===== src/rtl/debounced_logic_unit.sv =====
// debounced_logic_unit: per-channel synchroniser and debouncer feeding a
// mode-selectable reduction (AND/OR/XOR/majority) with a change pulse.
// Optional build macro DEBOUNCED_LOGIC_UNIT_EDGE_OUT_EN adds per-channel
// rise/fall pulse outputs aligned with the debounced-vector update.
module debounced_logic_unit #(
    parameter int unsigned N             = 4,
    parameter int unsigned CNT_W         = 16,
    parameter int unsigned STABLE_CYCLES = 50000
) (
    input  logic         clk,
    input  logic         rst,
    input  logic [N-1:0] din,
    input  logic         en,
    input  logic [1:0]   mode,
    output logic [N-1:0] db,
    output logic         e,
    output logic         f
`ifdef DEBOUNCED_LOGIC_UNIT_EDGE_OUT_EN
    ,
    output logic [N-1:0] rise,
    output logic [N-1:0] fall
`endif
);

    localparam int unsigned      PC_W     = $clog2(N + 1);
    localparam logic [CNT_W-1:0] CNT_LAST = CNT_W'(STABLE_CYCLES - 1);
    localparam logic [PC_W-1:0]  MAJ_HALF = PC_W'(N / 2);

    typedef enum logic [1:0] {
        MODE_AND = 2'b00,
        MODE_OR  = 2'b01,
        MODE_XOR = 2'b10,
        MODE_MAJ = 2'b11
    } mode_e;

    logic [N-1:0]     s1;
    logic [N-1:0]     s2;
    logic [CNT_W-1:0] cnt     [N];
    logic [CNT_W-1:0] cnt_nxt [N];
    logic [N-1:0]     db_nxt;
    logic [PC_W-1:0]  pop_c;
    logic             red_c;

    // Two-flop synchroniser; keeps sampling even while en is low.
    always_ff @(posedge clk) begin
        if (rst) begin
            s1 <= '0;
            s2 <= '0;
        end else begin
            s1 <= din;
            s2 <= s1;
        end
    end

    // Per-channel debounce next state: any agreement restarts the count,
    // the last disagreeing cycle commits s2 and clears the counter.
    always_comb begin
        db_nxt = db;
        for (int unsigned i = 0; i < N; i++) begin
            cnt_nxt[i] = '0;
            if (s2[i] != db[i]) begin
                if (cnt[i] == CNT_LAST) begin
                    db_nxt[i] = s2[i];
                end else begin
                    cnt_nxt[i] = cnt[i] + CNT_W'(1);
                end
            end
        end
    end

    // Debounce state register; en low freezes counters and db.
    always_ff @(posedge clk) begin
        if (rst) begin
            for (int unsigned i = 0; i < N; i++) begin
                cnt[i] <= '0;
            end
            db <= '0;
        end else if (en) begin
            for (int unsigned i = 0; i < N; i++) begin
                cnt[i] <= cnt_nxt[i];
            end
            db <= db_nxt;
        end
    end

    // Population count of the debounced vector for majority mode.
    always_comb begin
        pop_c = '0;
        for (int unsigned i = 0; i < N; i++) begin
            pop_c = pop_c + PC_W'(db[i]);
        end
    end

    // Mode-selected reduction of the current debounced vector.
    always_comb begin
        red_c = 1'b0;
        case (mode_e'(mode))
            MODE_AND: red_c = &db;
            MODE_OR:  red_c = |db;
            MODE_XOR: red_c = ^db;
            MODE_MAJ: red_c = (pop_c > MAJ_HALF);
            default:  red_c = 1'b0;
        endcase
    end

    // Registered reduction and its one-cycle change pulse.
    always_ff @(posedge clk) begin
        if (rst) begin
            e <= 1'b0;
            f <= 1'b0;
        end else if (en) begin
            e <= red_c;
            f <= (red_c != e);
        end else begin
            f <= 1'b0;
        end
    end

`ifdef DEBOUNCED_LOGIC_UNIT_EDGE_OUT_EN
    // Edge pulses registered on the same edge db itself changes.
    always_ff @(posedge clk) begin
        if (rst) begin
            rise <= '0;
            fall <= '0;
        end else if (en) begin
            rise <= db_nxt & ~db;
            fall <= ~db_nxt & db;
        end else begin
            rise <= '0;
            fall <= '0;
        end
    end
`endif

endmodule


===== config.mk =====
export PLATFORM = sky130hd
export DESIGN_NAME = debounced_logic_unit
export DESIGN_NICKNAME = d
export VERILOG_FILES = /design/src/rtl/debounced_logic_unit.sv
export SDC_FILE = /design/constraint.sdc
export NUM_CORES = 1
export LEC_CHECK = 0
export ABC_CLOCK_PERIOD_IN_PS = 4390
export CORE_MARGIN = 2
export CORE_UTILIZATION = 60
export DETAILED_ROUTE_END_ITERATION = 12
export PLACE_DENSITY = 0.78
export SYNTH_ARGS = -nofsm -noshare
export SYNTH_HDL_FRONTEND = slang
export SYNTH_SLANG_ARGS = --single-unit

===== constraint.sdc =====
create_clock -name clk -period 4.39 [get_ports clk]
set_input_delay 0.439 -clock clk [delete_from_list [all_inputs] [get_ports clk]]
set_output_delay 0.439 -clock clk [all_outputs]
set_load 0.03 [all_outputs]

Yosys cells after proc, flatten, opt, wreduce, memory -nomap -nowiden. Memories as Yosys holds them, arrays and structs flattened. Index checks and enable logic that the tools add are counted.

Multiplexer cells: 18. Add/sub/neg operators: 7. Equality and inequality tests: 12. Reductions and logical operators: 9. Magnitude comparators: 1. Bitwise operators: 5.

Operator list (number): 2-to-1 mux 16 bit (12); adder 16 x 1 -> 16 bit (second input constant) (4); equality test 16 bit (second input constant) (4); AND reduction 3 bit (4); 2-to-1 mux 1 bit (5); inequality test 1 bit (5); equality test 2 bit (second input constant) (2); bitwise OR 1 bit (4); one-hot mux 1 bit (4 select lines) (1); AND reduction 4 bit (1); OR reduction 4 bit (1); parity 4 bit (1); adder 2 x 1 -> 3 bit (1); adder 3 x 1 -> 3 bit (1); > comparator 3 x 2 -> 1 bit (second input constant) (1); adder 1 x 1 -> 2 bit (1); equality test 2 x 1 -> 1 bit (second input constant) (1); logical NOT 2 bit (1); OR reduction 2 bit (1); inverter 1 bit (1).

Bits in writable memories: 64. Input bits: 9. Memories kept: 1. Output and inout bits: 6. Register bits after elaboration: 14. Word-level logic and storage cells: 61.

Memories: cnt (words 4, width 16, read ports 4, clocked after memory_dff 0, write ports 4, RTL line 38) `logic [CNT_W-1:0] cnt [N];`.

Depth between registers and ports, before layout. Gate-level depths: netlist of run 1.

Word-level depth: 6. Mapped depth: 7. Gate-level depth less buffers: 7.

Least setup slack after synthesis of run 1. OpenSTA, ideal clock, no wires.

Kind: reg2reg. Start point: reg db[1]. End point: reg f. Stages on the path, launching flop included: 8. Slack: 1.989 ns. Arrival time: 2.288 ns. Library setup time: 0.114 ns. Clock period less this slack: 2.401 ns. Path buffers: 0. Data required time: 4.276 ns. Path through: dfxtp_1 fa_1 ha_1 ha_1 nor3b_1 o311ai_0 a21o_1 nand2_1.

Cells in the longest elaborated chain, start to end: 6. Elaborated cells between the ends (all ways): 9. Classes of those cells: 3 x add/sub; 1 x order compare; 1 x eq/ne; 1 x mux; 3 x reduce/logical.

RTL lines: from (decl) (RTL line 15) `output logic [N-1:0] db,`; from (signal assigned) (RTL line 82) `db <= db_nxt;`; adder 1 x 1 -> 2 bit (RTL line 90) `pop_c = pop_c + PC_W'(db[i]);`; adder 2 x 1 -> 3 bit (RTL line 90); adder 3 x 1 -> 3 bit (RTL line 90); > comparator 3 x 2 -> 1 bit (RTL line 101) `MODE_MAJ: red_c = (pop_c > MAJ_HALF);`; one-hot mux 1 bit (4 select lines) (*) (RTL line 97) `case (mode_e'(mode))`; inequality test 1 bit (*) (RTL line 113) `f <= (red_c != e);`; to (signal assigned) (RTL line 113); to (decl) (RTL line 17) `output logic f`.

Every way passes the cells marked *; elsewhere a longest branch is shown, timed or not. A chain may end at the register's enable or synchronous reset.

Final worst setup path of run 1.
Start point: reg db[3]. End point: reg e.

Cells in the longest elaborated chain, start to end: 3. Elaborated cells between the ends (all ways): 6. Classes of those cells: 1 x add/sub; 1 x order compare; 1 x mux; 3 x reduce/logical.

RTL lines: adder 3 x 1 -> 3 bit (RTL line 90); > comparator 3 x 2 -> 1 bit (RTL line 101); one-hot mux 1 bit (4 select lines) (*) (RTL line 97); to (signal assigned) (RTL line 112) `e <= red_c;`; to (decl) (RTL line 16) `output logic e,`.

Marks and branches as above.

==> results of run 1 <==
[cell type report]
| type | instances | share of cell area |
|---|---|---|
| sequential | 78 | 0.481 |
| multi-input combinational | 284 | 0.396 |
| timing repair buffer | 15 | 0.0350 |
| clock buffer | 9 | 0.0270 |
| clock inverter | 7 | 0.0246 |
| tap | 80 | 0.0219 |
| inverter | 18 | 0.0148 |
[Yosys cell counts, drive strengths merged (4+ instances only)]
master and number:
or2 4, nand2 20, and3 5, nor3 9
nor4 17, ha 11, nor2 68, nand4 19
inv 18, a21oi 4, xnor2 35, nand3 25
and4 4, edfxtp 64, clkbuf 4, buf 8
nor2b 10, xor2 23, dfxtp 14
[state kept, by name, indices dropped and copies added, names as in the netlist]
register / cells
s1: 4
cnt: 64
s2: 4
db: 4
f: 1
e: 1
[per-stage QoR]
| stage | worst slack, ns | utilization | power (µW) | instances |
|---|---|---|---|---|
| after floorplan | 1.99 | - | 926 | 392 |
| after global placement | 1.79 | 0.643 | 951 | 475 |
| after detailed placement | 1.75 | 0.643 | 954 | 475 |
| after CTS | 1.88 | 0.678 | 1580 | 491 |
| after global routing | 1.65 | 0.678 | 1630 | 491 |
| final | 1.88 | 0.678 | 1570 | 491 |
[per-layer routing]
metal / part of all wire / wire, µm / global-route usage
met5: 0 / 0 / 0
met4: 0.015 / 108 / 0.0951
met3: 0.033 / 241 / 0.0370
met2: 0.47 / 3460 / 0.321
met1: 0.48 / 3490 / 0.286
[power groups by stage]
stage | combinational [µW] | sequential, µW | clock [µW]
2_1_floorplan | 52.5 | 874 | 0
3_3_place_gp | 72.3 | 879 | 0
3_5_place_dp | 73.6 | 881 | 0
4_1_cts | 74.8 | 865 | 641
5_1_grt | 82.4 | 871 | 672
6_report | 74.1 | 866 | 633
[path summary, 6_finish.rpt]
path,from,depth (start not counted),endpoint,slack (ns)
setup / recovery,db[3]$_SDFFE_PP0P_,7,e$_SDFFE_PP0P_,1.88
hold / removal,s1[0]$_SDFF_PP0_,1,s2[0]$_SDFF_PP0_,0.44
setup reg to reg,db[3]$_SDFFE_PP0P_,7,e$_SDFFE_PP0P_,1.88
hold reg to reg,s1[0]$_SDFF_PP0_,1,s2[0]$_SDFF_PP0_,0.44
[worst register-to-register path, stage by stage (launching register included)]
cell and delay (ns):
dfxtp_1 0.47, fa_1 0.46, ha_1 0.21, ha_1 0.27, nor3b_1 0.14, o311ai_0 0.58
nand3_1 0.16, a21oi_1 0.16
[kinds of logic (layout without fill, tap and decap cells)]
logic type,after synthesis,count (layout),share of synthesized area
flip-flops,78,78,0.528
XOR/XNOR,58,58,0.122
buffers and inverters,30,49,0.0375
AO/OA/AOI/OAI,20,20,0.0354
AND/OR/NAND/NOR,194,194,0.240
adder cells (fa/ha/maj),12,12,0.0378
==> flow_metrics.py, run 1 <==
metrics = {
    "sta": {
        "fin_crit_ns": 2.51,
        "fin_crit_sh": 0.572,
        "slew_viol_final": 0,
        "fin_setup_tns_ns": 0,
        "tightest_slew_ns": 1.15,
        "setup_violations": 0,
        "whs_ns": 0.444,
        "fin_skew_ns": 0.0119,
        "slew_headroom": 0.230,
        "hold_viol_final": 0,
        "rsz0062_at_grt": "false",
        "clock.fmax_mhz": 398,
    },
    "layout": {
        "drive_above_1_share": 0.0487,
        "final_common_cell": "nor2_1",
        "multi_input_area_um2": 1810,
        "diodes": 0,
        "nets": 427,
        "seqCellArea_um2": 2200,
        "design_area_um2": 4580,
        "layout.filler_cells": 524,
        "mostFrequentLayoutCells": "nor2_1 (68), edfxtp_1 (64), xnor2_1 (35), nand3_1 (25), xor2_1 (23)",
        "syn2layout_area_growth_pct": 9.78,
    },
    "worst_setup_path": {
        "path_common_cell": "ha_1",
        "worstPathCellList": "fa_1 > ha_1 > ha_1 > nor3b_1 > o311ai_0 > nand3_1 > a21oi_1",
        "path_delay_family": "adder cells",
        "critPathBufInv": 0,
        "critPathKind": "flip-flop to flip-flop",
        "worst_setup_path_start_kind": "flip-flop",
        "slowest_stage": "o311ai_0",
        "cp.arrival_ns": 2.78,
        "critPathMaxStageDelay_ns": 0.58,
        "crit_path_max_fanout": 5,
        "end_kind": "flip-flop",
        "cp.required_ns": 4.66,
    },
    "floorplan": {
        "die_y_um": 87.4,
        "rows": 30,
        "initial_utilization": 0.618,
        "core_um2": 6760,
        "die_width_um": 87.4,
        "pin_count": 15,
        "dieArea_um2": 7640,
    },
    "routing": {
        "ant_nets": 0,
        "drtIter0Drc": 213,
        "vias": 2881,
        "wl_per_cell_um": 14.8,
        "drt-total-wl_um": 7290,
        "drtPass1Iterations": 4,
        "drc": 0,
        "via_per_inst": 5.87,
    },
    "yosys": {
        "ys_top_cells_by_area": "edfxtp_1 (46%), xnor2_1 (7.3%), dfxtp_1 (6.7%)",
        "post-synth-top-area-cell": "edfxtp_1",
        "synth.net_count": 413,
        "ys_seq_area_frac": 0.528,
        "syn_inst": 392,
        "synth_area_per_cell_um2": 10.6,
        "synth_edf_count": 64,
        "synth_top_area_share": 0.461,
        "yosysWarnings": 0,
        "synth_area_um2": 4170,
        "synth_seq_cells": 78,
        "synth_ff_type": "edfxtp_1",
        "synthDistinctLibCells": 41,
        "postSynth.asyncResetShare": 0,
    },
    "clock_network": {
        "clk_latency_ns": 0.35,
        "postCtsSetupRepairBufs": 0,
        "cts_sinks": 78,
        "hold_buffers": 0,
        "cts_made_buffers": 9,
        "path_clk_slew_ns": 0.07,
        "cts_root_buf": "clkbuf_8",
        "cts.path.max_buffers": 2,
        "cts-resized-gates": 0,
        "cts_tree": "yes",
        "cts-htree-levels": 3,
    },
    "power": {
        "p_sw_uw": 333,
        "vdd_drop_max_mv": 0.270,
        "p_clk_frac": 0.402,
        "seq_power_share": 0.551,
        "p_leak_uw": 0.00154,
        "internal_power_uw": 1240,
        "p_sw_frac": 0.212,
        "p_comb_frac": 0.047,
        "p_per_area_nw_per_um2": 343,
    },
    "global_route": {
        "grt_usage": 0.207,
        "grt_start_max_net_pins": 34,
        "grt_pass1_vias": 2694,
        "antenna_found_initial": 0,
        "grt_pass1_wl_um": 12300,
        "overflow": 0,
    },
    "min_path": {
        "hp-class": "flip-flop to flip-flop",
    },
    "placed_design": {
        "hpwl_um": 4890,
        "gp_congestion": 0.812,
        "placed_cell_area_um2": 4340,
        "io_buffers": 14,
    },
    "run_status": {
        "outcome": "finished, final reports clean",
    },
    "run": {
        "maxCapViolCount": 0,
    },
}
(Power assumes the default switching activity.)
==> run 2: changes to the inputs <==
- ABC_CLOCK_PERIOD_IN_PS: 4390 -> 2150
- CORE_UTILIZATION: 60 -> 55
- PLACE_DENSITY: 0.78 -> 0.76
- clock period: 4.39 -> 2.15 ns (I/O delays scaled with it)
==> run 2 against run 1 <==
- hold slack worse by 0.023 ns
- combinational power rose to 2.6 times the previous value
- final cell count up 9.8%
- worst setup slack got worse by 1.8 ns
- via count up 3.7%
- power up 91%
- fmax rose by 20%
- wire length up 7.4%
- register-to-register slack worse by 1.8 ns
- global-route usage is 0.68 points lower
- critical endpoint is now f$_SDFF_PP0_
- largest cell class unchanged
- largest power group unchanged
==> flow_metrics.py, run 2 (synthesis gave the netlist of run 1 again) <==
metrics = {
    "floorplan": {
        "die_y_um": 91.1,
        "initial_utilization": 0.572,
        "pin_count": 15,
        "rows": 31,
        "die_width_um": 91.1,
        "dieArea_um2": 8300,
        "core_um2": 7290,
    },
    "clock_network": {
        "cts-htree-levels": 3,
        "cts.path.max_buffers": 2,
        "path_clk_slew_ns": 0.08,
        "hold_buffers": 0,
        "cts_root_buf": "clkbuf_8",
        "cts_made_buffers": 9,
        "cts_sinks": 78,
        "clk_latency_ns": 0.34,
        "cts_tree": "yes",
    },
    "placed_design": {
        "gp_congestion": 0.823,
        "io_buffers": 14,
        "placed_cell_area_um2": 4590,
        "placed_cells": 522,
        "hpwl_um": 5480,
    },
    "layout": {
        "final-instance-count-excl-fill": 539,
        "layout.filler_cells": 606,
        "regMostFlops": "cnt",
        "nets": 456,
        "largest_reg_flops": 64,
        "mostFrequentLayoutCells": "nor2_1 (68), edfxtp_1 (64), xnor2_1 (35), buf_4 (28), nand3_1 (25)",
        "final_common_cell": "nor2_1",
        "diodes": 0,
        "syn2layout_area_growth_pct": 15.7,
        "drive_above_1_share": 0.125,
        "design_area_um2": 4830,
    },
    "routing": {
        "drtIter0Drc": 81,
        "wl_per_cell_um": 14.5,
        "ant_nets": 0,
        "drc": 0,
        "drtPass1Iterations": 4,
        "vias": 2988,
        "via_per_inst": 5.54,
        "drt-total-wl_um": 7830,
    },
    "global_route": {
        "antenna_found_initial": 0,
        "overflow": 0,
        "grt_pass1_wl_um": 13500,
        "grt_pass1_vias": 2968,
        "grt_usage": 0.201,
        "grt_start_max_net_pins": 32,
    },
    "worst_setup_path": {
        "crit_path_max_fanout": 2,
        "slowest_stage": "fa_1",
        "path_common_cell": "ha_4",
        "worstPathCellList": "fa_1 > ha_4 > ha_4 > nor3b_2 > o311ai_2 > buf_4 > a21o_1 > nand2_1",
        "cp.arrival_ns": 2.34,
        "worst_setup_path_start_kind": "flip-flop",
        "critPathKind": "flip-flop to flip-flop",
        "critPathMaxStageDelay_ns": 0.58,
        "path_delay_family": "adder cells",
        "cp.required_ns": 2.39,
        "critPathBufInv": 1,
        "rrSetupSlack_ns": 0.05,
        "end_kind": "flip-flop",
    },
    "sta": {
        "clock.fmax_mhz": 476,
        "fin_crit_ns": 2.10,
        "fin_setup_tns_ns": 0,
        "tightest_slew_ns": 0.421,
        "slew_headroom": 0.717,
        "fin_crit_sh": 0.977,
        "whs_ns": 0.421,
        "hold_viol_final": 0,
        "slew_viol_final": 0,
        "setup_violations": 0,
        "fin_skew_ns": 0.0101,
    },
    "power": {
        "p_leak_uw": 0.00166,
        "p_per_area_nw_per_um2": 621,
        "vdd_drop_max_mv": 0.418,
        "p_total_uw": 3000,
    },
    "min_path": {
        "hp-class": "input pin to flip-flop",
    },
    "run_status": {
        "outcome": "finished, final reports clean",
    },
    "run": {
        "maxCapViolCount": 0,
    },
}
run 2: changes by cell type in the layout (fill, tap and decap cells not counted), sizes merged:
| cell | before | now |
|---|---|---|
| clkinv | 4 | 3 |
| clkinvlp | 0 | 2 |
| bufinv | 3 | 1 |
| buf | 1 | 30 |
| clkbuf | 9 | 10 |
run 2: final timing paths:
kind / start / endpoint / cells after the start
setup / recovery: db[1]$_SDFFE_PP0P_ / f$_SDFF_PP0_ / 8
hold / removal: din[0] / s1[0]$_SDFF_PP0_ / 2
setup reg to reg: db[1]$_SDFFE_PP0P_ / f$_SDFF_PP0_ / 8
hold reg to reg: s1[1]$_SDFF_PP0_ / s2[1]$_SDFF_PP0_ / 1
run 2: power by group:
group / leakage [µW] / switching [µW] / internal [µW] / total [µW]
combinational: 0.000744 / 98.0 / 90.9 / 189
sequential: 0.000829 / 61.9 / 1690 / 1760
clock: 0.0000899 / 522 / 533 / 1050
run 2: metal layers:
metal | part of all wire | wire, µm | vias up | track usage
met3 | 0.022 | 175 | 13 | 0.0365
met2 | 0.49 | 3830 | 37 | 0.336
li1 | - | - | 1493 | -
met1 | 0.47 | 3690 | 1445 | 0.259
met4 | 0.017 | 131 | 0 | 0.0783
met5 | 0 | 0 | - | 0
run 2: timing repair:
action,CTS,global route
endpoints found under the setup margin,1,1
buffers inserted,0,1
gates resized for setup,1,4
hold endpoints to repair,0,0
pin swaps,0,2
run 2: worst reg2reg max path, cell delays in order, from the launching register on:
cell and delay (ns):
dfxtp_2 0.33, fa_1 0.58, ha_4 0.16, ha_4 0.19
nor3b_2 0.15, o311ai_2 0.28, buf_4 0.17, a21o_1 0.10
nand2_1 0.04
run 2: final cells by class:
type                       instances  area [µm²]  share of cell area
sequential                        78        2210               0.457
multi-input combinational        284        1850               0.383
timing repair buffer              44         390              0.0808
clock buffer                      10         128              0.0264
tap                               99         124              0.0256
inverter                          18        67.6              0.0140
clock inverter                     6        62.6              0.0130
run 2: stage by stage:
step / worst slack [ns] / util
2_1_floorplan: 0.0269 / -
3_3_place_gp: 0.109 / 0.630
3_5_place_dp: -0.0382 / 0.630
4_1_cts: 0.0259 / 0.657
5_1_grt: -0.0303 / 0.662
6_report: 0.0499 / 0.662
